### config.mk
export PLATFORM = sky130hd
export DESIGN_NAME = lsu_memory_port_flat
export DESIGN_NICKNAME = d
export VERILOG_FILES = /design/src/rtl/lsu_pkg.sv /design/src/rtl/lsu_memory_port_if.sv /design/src/rtl/lsu_memory_port.sv /design/src/flat_wrapper.sv
export SDC_FILE = /design/constraint.sdc
export NUM_CORES = 1
export LEC_CHECK = 0
export CAP_MARGIN = 20
export CORE_MARGIN = 10
export CORE_UTILIZATION = 45
export DETAILED_ROUTE_END_ITERATION = 7
export PLACE_DENSITY = 0.92
export SLEW_MARGIN = 20
export SYNTH_ARGS = -nofsm -noshare
export SYNTH_HDL_FRONTEND = slang
export SYNTH_SLANG_ARGS = --single-unit
### constraint.sdc
create_clock -name clk -period 7.2 [get_ports clk]
set_input_delay 2.16 -clock clk [delete_from_list [all_inputs] [get_ports clk]]
set_output_delay 2.16 -clock clk [all_outputs]
set_load 0.02 [all_outputs]
### src/rtl/lsu_pkg.sv
`default_nettype none
// ============================================================================
//  Module      : lsu_pkg
//  Description : Shared LSU types. The memory-op kind is used by both the
//                memory-op selector and the memory port. The memory port FSM
//                state type also lives here.
//  Revision    : 1.0  initial release
// ============================================================================
package lsu_pkg;

    typedef enum logic {
        MEM_OP_LOAD  = 1'b0,
        MEM_OP_STORE = 1'b1
    } mem_op_t;

    typedef enum logic [1:0] {
        IDLE = 2'd0,
        REQ  = 2'd1,
        WAIT = 2'd2
    } lsu_port_state_t;

endpackage
`default_nettype wire

### src/rtl/lsu_memory_port_if.sv
`default_nettype none
// ============================================================================
//  Module      : lsu_memory_port_if
//  Description : Data-memory bus carrying a valid/ready request channel and
//                a valid-only load response channel.
//                  mem_req_valid/ready  request handshake
//                  mem_req_write        1 = store
//                  mem_req_addr/wdata   request address / store data
//                  mem_resp_valid/rdata load data returning
//                The master modport is the LSU side; the slave modport is
//                the memory side.
//  Revision    : 1.0  initial release
// ============================================================================
interface lsu_memory_port_if #(
    parameter int XLEN = 32
);
    logic            mem_req_valid;
    logic            mem_req_ready;
    logic            mem_req_write;
    logic [XLEN-1:0] mem_req_addr;
    logic [XLEN-1:0] mem_req_wdata;
    logic            mem_resp_valid;
    logic [XLEN-1:0] mem_resp_rdata;

    modport master (
        output mem_req_valid, mem_req_write, mem_req_addr, mem_req_wdata,
        input  mem_req_ready, mem_resp_valid, mem_resp_rdata
    );

    modport slave (
        input  mem_req_valid, mem_req_write, mem_req_addr, mem_req_wdata,
        output mem_req_ready, mem_resp_valid, mem_resp_rdata
    );
endinterface
`default_nettype wire

### src/rtl/lsu_memory_port.sv
`default_nettype none
// ============================================================================
//  Module      : lsu_memory_port
//  Description : Registered bridge between the LSU memory-op selector and the
//                data-memory bus. It holds one load or store at a time.
//                Completions come back tagged with the LDQ/STQ index, and
//                load results killed by a flush are suppressed.
//  Ports       : clk, reset (async, active-high)
//                fire_memory_op, memory_op_type, memory_address, memory_data,
//                ldq_mem_stage_index, stq_mem_stage_index : selector issue
//                flush        : kills an outstanding load
//                port_ready   : a fire is accepted this cycle (state == IDLE)
//                mem          : memory bus (master side)
//                load_result_* : one-cycle load completion
//                store_done_*  : one-cycle store completion
//  Revision    : 1.0  initial release
// ============================================================================
module lsu_memory_port
    import lsu_pkg::*;
#(
    parameter int XLEN     = 32,
    parameter int LDQ_SIZE = 32,
    parameter int STQ_SIZE = 32
) (
    input  logic                        clk,
    input  logic                        reset,
    input  logic                        fire_memory_op,
    input  mem_op_t                     memory_op_type,
    input  logic [XLEN-1:0]             memory_address,
    input  logic [XLEN-1:0]             memory_data,
    input  logic [$clog2(LDQ_SIZE)-1:0] ldq_mem_stage_index,
    input  logic [$clog2(STQ_SIZE)-1:0] stq_mem_stage_index,
    input  logic                        flush,
    output logic                        port_ready,
    lsu_memory_port_if.master           mem,
    output logic                        load_result_valid,
    output logic [$clog2(LDQ_SIZE)-1:0] load_result_index,
    output logic [XLEN-1:0]             load_result_data,
    output logic                        store_done_valid,
    output logic [$clog2(STQ_SIZE)-1:0] store_done_index
);

    localparam int c_LDQ_W = $clog2(LDQ_SIZE);
    localparam int c_STQ_W = $clog2(STQ_SIZE);

    lsu_port_state_t     r_state;
    lsu_port_state_t     w_state_next;
    logic                w_accept_fire;
    logic                w_req_accepted;
    logic                w_resp_take;

    mem_op_t             r_op;
    logic [XLEN-1:0]     r_addr;
    logic [XLEN-1:0]     r_wdata;
    logic [c_LDQ_W-1:0]  r_ldq_idx;
    logic [c_STQ_W-1:0]  r_stq_idx;
    logic                r_killed;
    logic                r_req_valid;
    logic                r_store_done_valid;
    logic [c_STQ_W-1:0]  r_store_done_index;
    logic                r_load_result_valid;
    logic [c_LDQ_W-1:0]  r_load_result_index;
    logic [XLEN-1:0]     r_load_result_data;

    // ---------------------------------------------------------------- FSM
    always_ff @(posedge clk or posedge reset) begin
        if (reset) begin
            r_state <= IDLE;
        end else begin
            r_state <= w_state_next;
        end
    end

    always_comb begin
        w_state_next   = r_state;
        w_accept_fire  = 1'b0;
        w_req_accepted = 1'b0;
        w_resp_take    = 1'b0;
        case (r_state)
            IDLE: begin
                // A load issued together with a flush is already dead, so it
                // never reaches memory. Stores are committed and always go out.
                if (fire_memory_op &&
                    !(memory_op_type == MEM_OP_LOAD && flush)) begin
                    w_accept_fire = 1'b1;
                    w_state_next  = REQ;
                end
            end
            REQ: begin
                // A killed load still finishes its handshake so that valid is
                // never withdrawn while memory may be sampling it.
                if (mem.mem_req_ready) begin
                    w_req_accepted = 1'b1;
                    w_state_next   = (r_op == MEM_OP_STORE) ? IDLE : WAIT;
                end
            end
            WAIT: begin
                if (mem.mem_resp_valid) begin
                    w_resp_take  = 1'b1;
                    w_state_next = IDLE;
                end
            end
            default: w_state_next = IDLE;
        endcase
    end

    // ------------------------------------------------------ datapath/outputs
    always_ff @(posedge clk or posedge reset) begin
        if (reset) begin
            r_op                <= MEM_OP_LOAD;
            r_addr              <= '0;
            r_wdata             <= '0;
            r_ldq_idx           <= '0;
            r_stq_idx           <= '0;
            r_killed            <= 1'b0;
            r_req_valid         <= 1'b0;
            r_store_done_valid  <= 1'b0;
            r_store_done_index  <= '0;
            r_load_result_valid <= 1'b0;
            r_load_result_index <= '0;
            r_load_result_data  <= '0;
        end else begin
            r_req_valid         <= (w_state_next == REQ);
            r_store_done_valid  <= w_req_accepted && (r_op == MEM_OP_STORE);
            // A flush arriving with the response kills the load too.
            r_load_result_valid <= w_resp_take && !(r_killed || flush);

            if (w_accept_fire) begin
                r_op    <= memory_op_type;
                r_addr  <= memory_address;
                r_wdata <= memory_data;
                if (memory_op_type == MEM_OP_LOAD) begin
                    r_ldq_idx <= ldq_mem_stage_index;
                end else begin
                    r_stq_idx <= stq_mem_stage_index;
                end
            end

            if (w_req_accepted && (r_op == MEM_OP_STORE)) begin
                r_store_done_index <= r_stq_idx;
            end

            if (w_resp_take) begin
                r_load_result_index <= r_ldq_idx;
                r_load_result_data  <= mem.mem_resp_rdata;
            end

            if (w_state_next == IDLE) begin
                r_killed <= 1'b0;
            end else if (flush && (r_state != IDLE) && (r_op == MEM_OP_LOAD)) begin
                r_killed <= 1'b1;
            end
        end
    end

    assign port_ready         = (r_state == IDLE);
    assign mem.mem_req_valid  = r_req_valid;
    assign mem.mem_req_write  = (r_op == MEM_OP_STORE);
    assign mem.mem_req_addr   = r_addr;
    assign mem.mem_req_wdata  = r_wdata;
    assign load_result_valid  = r_load_result_valid;
    assign load_result_index  = r_load_result_index;
    assign load_result_data   = r_load_result_data;
    assign store_done_valid   = r_store_done_valid;
    assign store_done_index   = r_store_done_index;

    // The selector must not issue while the port is busy. Such a fire is
    // dropped, and this check flags the offending cycle.
    a_fire_when_busy : assert property (@(posedge clk) disable iff (reset)
        !(fire_memory_op && (r_state != IDLE)))
        else $warning("lsu_memory_port: fire_memory_op while port busy, op ignored");

endmodule
`default_nettype wire

### src/flat_wrapper.sv
// flat-port wrapper written by rule: the top's interface ports become plain ports
module lsu_memory_port_flat import lsu_pkg::*;
#(
    parameter int XLEN     = 32,
    parameter int LDQ_SIZE = 32,
    parameter int STQ_SIZE = 32
)
  (clk, reset, fire_memory_op, memory_op_type, memory_address, memory_data, ldq_mem_stage_index, stq_mem_stage_index, flush, port_ready, load_result_valid, load_result_index, load_result_data, store_done_valid, store_done_index, mem_mem_req_valid, mem_mem_req_write, mem_mem_req_addr, mem_mem_req_wdata, mem_mem_req_ready, mem_mem_resp_valid, mem_mem_resp_rdata);
  lsu_memory_port_if #(.XLEN(XLEN)) mem_i ();
  input  logic clk;
  input  logic reset;
  input  logic fire_memory_op;
  input  mem_op_t memory_op_type;
  input  logic [XLEN-1:0] memory_address;
  input  logic [XLEN-1:0] memory_data;
  input  logic [$clog2(LDQ_SIZE)-1:0] ldq_mem_stage_index;
  input  logic [$clog2(STQ_SIZE)-1:0] stq_mem_stage_index;
  input  logic flush;
  output logic port_ready;
  output logic load_result_valid;
  output logic [$clog2(LDQ_SIZE)-1:0] load_result_index;
  output logic [XLEN-1:0] load_result_data;
  output logic store_done_valid;
  output logic [$clog2(STQ_SIZE)-1:0] store_done_index;
  output wire logic [$bits(mem_i.mem_req_valid)-1:0] mem_mem_req_valid;
  output wire logic [$bits(mem_i.mem_req_write)-1:0] mem_mem_req_write;
  output wire logic [$bits(mem_i.mem_req_addr)-1:0] mem_mem_req_addr;
  output wire logic [$bits(mem_i.mem_req_wdata)-1:0] mem_mem_req_wdata;
  input wire logic [$bits(mem_i.mem_req_ready)-1:0] mem_mem_req_ready;
  input wire logic [$bits(mem_i.mem_resp_valid)-1:0] mem_mem_resp_valid;
  input wire logic [$bits(mem_i.mem_resp_rdata)-1:0] mem_mem_resp_rdata;
  assign mem_mem_req_valid = mem_i.mem_req_valid;
  assign mem_mem_req_write = mem_i.mem_req_write;
  assign mem_mem_req_addr = mem_i.mem_req_addr;
  assign mem_mem_req_wdata = mem_i.mem_req_wdata;
  assign mem_i.mem_req_ready = mem_mem_req_ready;
  assign mem_i.mem_resp_valid = mem_mem_resp_valid;
  assign mem_i.mem_resp_rdata = mem_mem_resp_rdata;
  lsu_memory_port #(.XLEN(XLEN), .LDQ_SIZE(LDQ_SIZE), .STQ_SIZE(STQ_SIZE)) u_core (.clk(clk), .reset(reset), .fire_memory_op(fire_memory_op), .memory_op_type(memory_op_type), .memory_address(memory_address), .memory_data(memory_data), .ldq_mem_stage_index(ldq_mem_stage_index), .stq_mem_stage_index(stq_mem_stage_index), .flush(flush), .port_ready(port_ready), .mem(mem_i), .load_result_valid(load_result_valid), .load_result_index(load_result_index), .load_result_data(load_result_data), .store_done_valid(store_done_valid), .store_done_index(store_done_index));
endmodule
==> summary.txt <==
Outcome
  – Outcome: finished, final reports clean

STA
  – Hold Fails Final Rpt: 0
  – Setup total negative slack: 0 ns
  – RSZ-0062 raised after global routing: false
  – FMAX: between 200 and 250 MHz
  – Clk_skew: between 0.006 and 0.007 ns
  – # setup viols final: 0
  – Fin crit period: 4.021 ns
  – Crit share post-route: between 50 and 60%
  – Worst-Margin Slew: 0.8603 ns
  – Relative slew slack: a little over two fifths
  – Pins over their slew limit: 0

Worst setup path
  – Setup crit start: u_core.r_state[1]
  – Worst Path Max Fanout: 9
  – CP Depth: 2
  – Buffers plus inverters on the worst setup path: 1
  – CP Class: flip-flop to output port
  – Slowest CP cell: clkdlybuf4s50_1
  – Crit path largest cell delay: around 0.63 ns
  – Worst Path Required: 5.04 ns
  – Path depth of the worst reg2reg path: 4
  – Arr. time, crit path: between 1.5 and 2 ns
  – Crit path cell chain: nor2_8 -> clkdlybuf4s50_1
  – Startpoint Class: flip-flop
  – Reg2reg setup slack: a little under 5 ns
  – Delay-heaviest family, CP: buffers and inverters
  – Worst R2R Start: u_core.r_state[1]
  – Crit end category: output port

Synth
  – Syn nets: ~390
  – Register area share after synthesis: between 60 and 70%
  – Netlist cell types: 24
  – Seq cells post-synth: 123
  – Syn Inst Count: about 280
  – Post-synthesis cell area: ~4900 µm²
  – Avg Inst Size Synth: roughly 17 µm²
  – Synth Warn #: 0

Pwr
  – Power Dens Cells: 491.1 nW/µm²
  – Peak VDD IR: 0.2594 mV
  – Total power: ~3.8 mW
  – P_leak: between 3 and 4 nW

Die
  – Die width: ~120 µm
  – Die area: roughly 15,000 µm²
  – Num rows: 37
  – Core footprint: about 10,000 µm²
  – Initial Util: around 47%
  – Die H: around 120 µm
  – Ports: 224

Finish
  – Area of the multi-input gates: around 1700 µm²
  – # fillers: around 690
  – Synth-to-Final Area Change: 59.35%
  – Antenna cells: 0
  – Commonest non-fill, non-tap cell in the layout: clkdlybuf4s50_1
  – NumNets Final: between 600 and 700
  – Most frequent cells in the layout: clkdlybuf4s50_1 (223), dfrtp_1 (123), mux2_2 (67), mux2_4 (49), clkbuf_16 (16)
  – Post-Layout Inst Area: ~8000 µm²
  – Fraction of layout cells with a size suffix above 1: between 20% and 30%
  – Sequential cell area: 3078 µm²

Flow run
  – Max Cap Violations: 0

Clocking
  – Post-cts hold buffer count: 0
  – Post-CTS Repair Setup Buffers: 0
  – Clk slew on worst S/H paths: 0.06 ns
  – CTS tree: done
  – Clk_lat worst skew: 0.50 ns
  – Root buf cell: clkbuf_8
  – CTS buffer count: 17
  – Clock Sinks: between 100 and 150
  – Max clock buf depth: 2
  – H-Tree Depth: 4
  – PostCTS Resize Cnt: 0

Placed design
  – Cell Area, Placed: around 7000 µm²
  – Detailed placement HPWL: 10.70 mm
  – PortBufs: about 220
  – Routability cong.: 0.8238

Hold path
  – Min-Delay Startpoint: u_core.r_killed
  – Tightest Hold Check Type: flip-flop to flip-flop
  – Hold path depth: 1

Global routing
  – Initial antenna violation count: 0
  – Vias in the first global route: 3,592
  – Largest net degree at the start of global routing: between 70 and 80
  – Gr ovfl total: 0
  – First-pass GRT wire length: between 20 and 25 mm
  – Total track usage: approximately 18%

Route
  – Drt drc: 0
  – Final wirelength: ~14 mm
  – TritonRoute pass-1 iters: 4
  – DR vias: between 3,000 and 4,000
  – Vias per cell: approximately 4.8
  – Final ANT Viol Nets: 0
  – Routed wire per std cell: about 21 µm
  – 1st-iter DRT viols: around 90
[cell type report]
cell class	count	area share, %
clock buffer	22	6.076
clock inverter	10	1.784
inverter	2	0.1286
multi-input combinational	141	21.41
sequential	123	39.54
tap	136	2.186
timing repair buffer	225	28.87
[per-layer routing]
metal / global-route usage (%) / vias up / part of all wire, %
met5: 0 / - / 0
met4: 6.403 / 0 / 1.3
met3: 6.199 / 16 / 8.4
met2: 30.57 / 142 / 52
met1: 20.14 / 1580 / 38
li1: - / 1444 / -
[registers in the layout (all words and copies together), names as in the netlist]
name                      count
u_core.r_killed               1
u_core.load_result_index      5
u_core.store_done_index       5
u_core.r_state                2
u_core.mem.mem_req_write      1
u_core.load_result_data      32
u_core.mem.mem_req_addr      32
u_core.r_stq_idx              5
u_core.r_ldq_idx              5
u_core.store_done_valid       1
u_core.mem.mem_req_wdata     32
u_core.mem.mem_req_valid      1
u_core.load_result_valid      1
[kinds of logic (layout without fill, tap and decap cells)]
| kind of cell | count (synthesis) | after routing | share of synthesized area, % |
|---|---|---|---|
| flip-flops | 123 | 123 | 63.01 |
| multiplexers | 116 | 116 | 30.51 |
| AND/OR/NAND/NOR | 18 | 18 | 2.613 |
| buffers and inverters | 17 | 259 | 3.023 |
| AO/OA/AOI/OAI | 7 | 7 | 0.8453 |
[power by group]
| part | internal, mW | switching, mW |
|---|---|---|
| Clock | 0.563 | 0.294 |
| Sequential | 1.04 | 0.218 |
| Combinational | 0.960 | 0.753 |
| Total | 2.56 | 1.26 |
[metrics by stage]
step | std cells | hold slack, ns | util (%) | setup slack (ns)
detailed placement | 627 | 0.4694 | 68.55 | 2.697
CTS | 659 | 0.4772 | 74.40 | 3.149
floorplan | 281 | 0.4311 | - | 1.769
global placement | 627 | 0.4666 | 68.55 | 2.793
global route | 659 | 0.4959 | 74.40 | 3.102
finish | 659 | 0.4814 | 74.40 | 3.179
[final timing paths]
check / to
min in group asynchronous: u_core.mem.mem_req_wdata[30]
worst min register to register: u_core.load_result_valid
worst max-delay path: port_ready
worst max register to register: u_core.mem.mem_req_addr[20]
worst min-delay path: u_core.load_result_valid
max in group asynchronous: u_core.mem.mem_req_wdata[0]
[cells in the mapped netlist]
library cell | number | share of area (%)
dfrtp_1 | 123 | 63
mux2_2 | 67 | 15
mux2_4 | 49 | 15
buf_6 | 10 | 2.3
buf_2 | 4 | 0.41
a21oi_1 | 3 | 0.31
nand2_1 | 3 | 0.23
nand3_1 | 3 | 0.31
inv_1 | 2 | 0.15
nand2b_1 | 2 | 0.26
nor2_1 | 2 | 0.15
a21o_1 | 1 | 0.15
and3_1 | 1 | 0.13
buf_4 | 1 | 0.15
nand3_2 | 1 | 0.20
nand3b_1 | 1 | 0.15
nand3b_4 | 1 | 0.41
nor2_8 | 1 | 0.41
nor2b_1 | 1 | 0.13
nor3_1 | 1 | 0.10
o21ai_0 | 1 | 0.10
o22ai_1 | 1 | 0.13
o31ai_1 | 1 | 0.15
or2_1 | 1 | 0.13
Note: power is estimated with default switching activity, not from simulation.
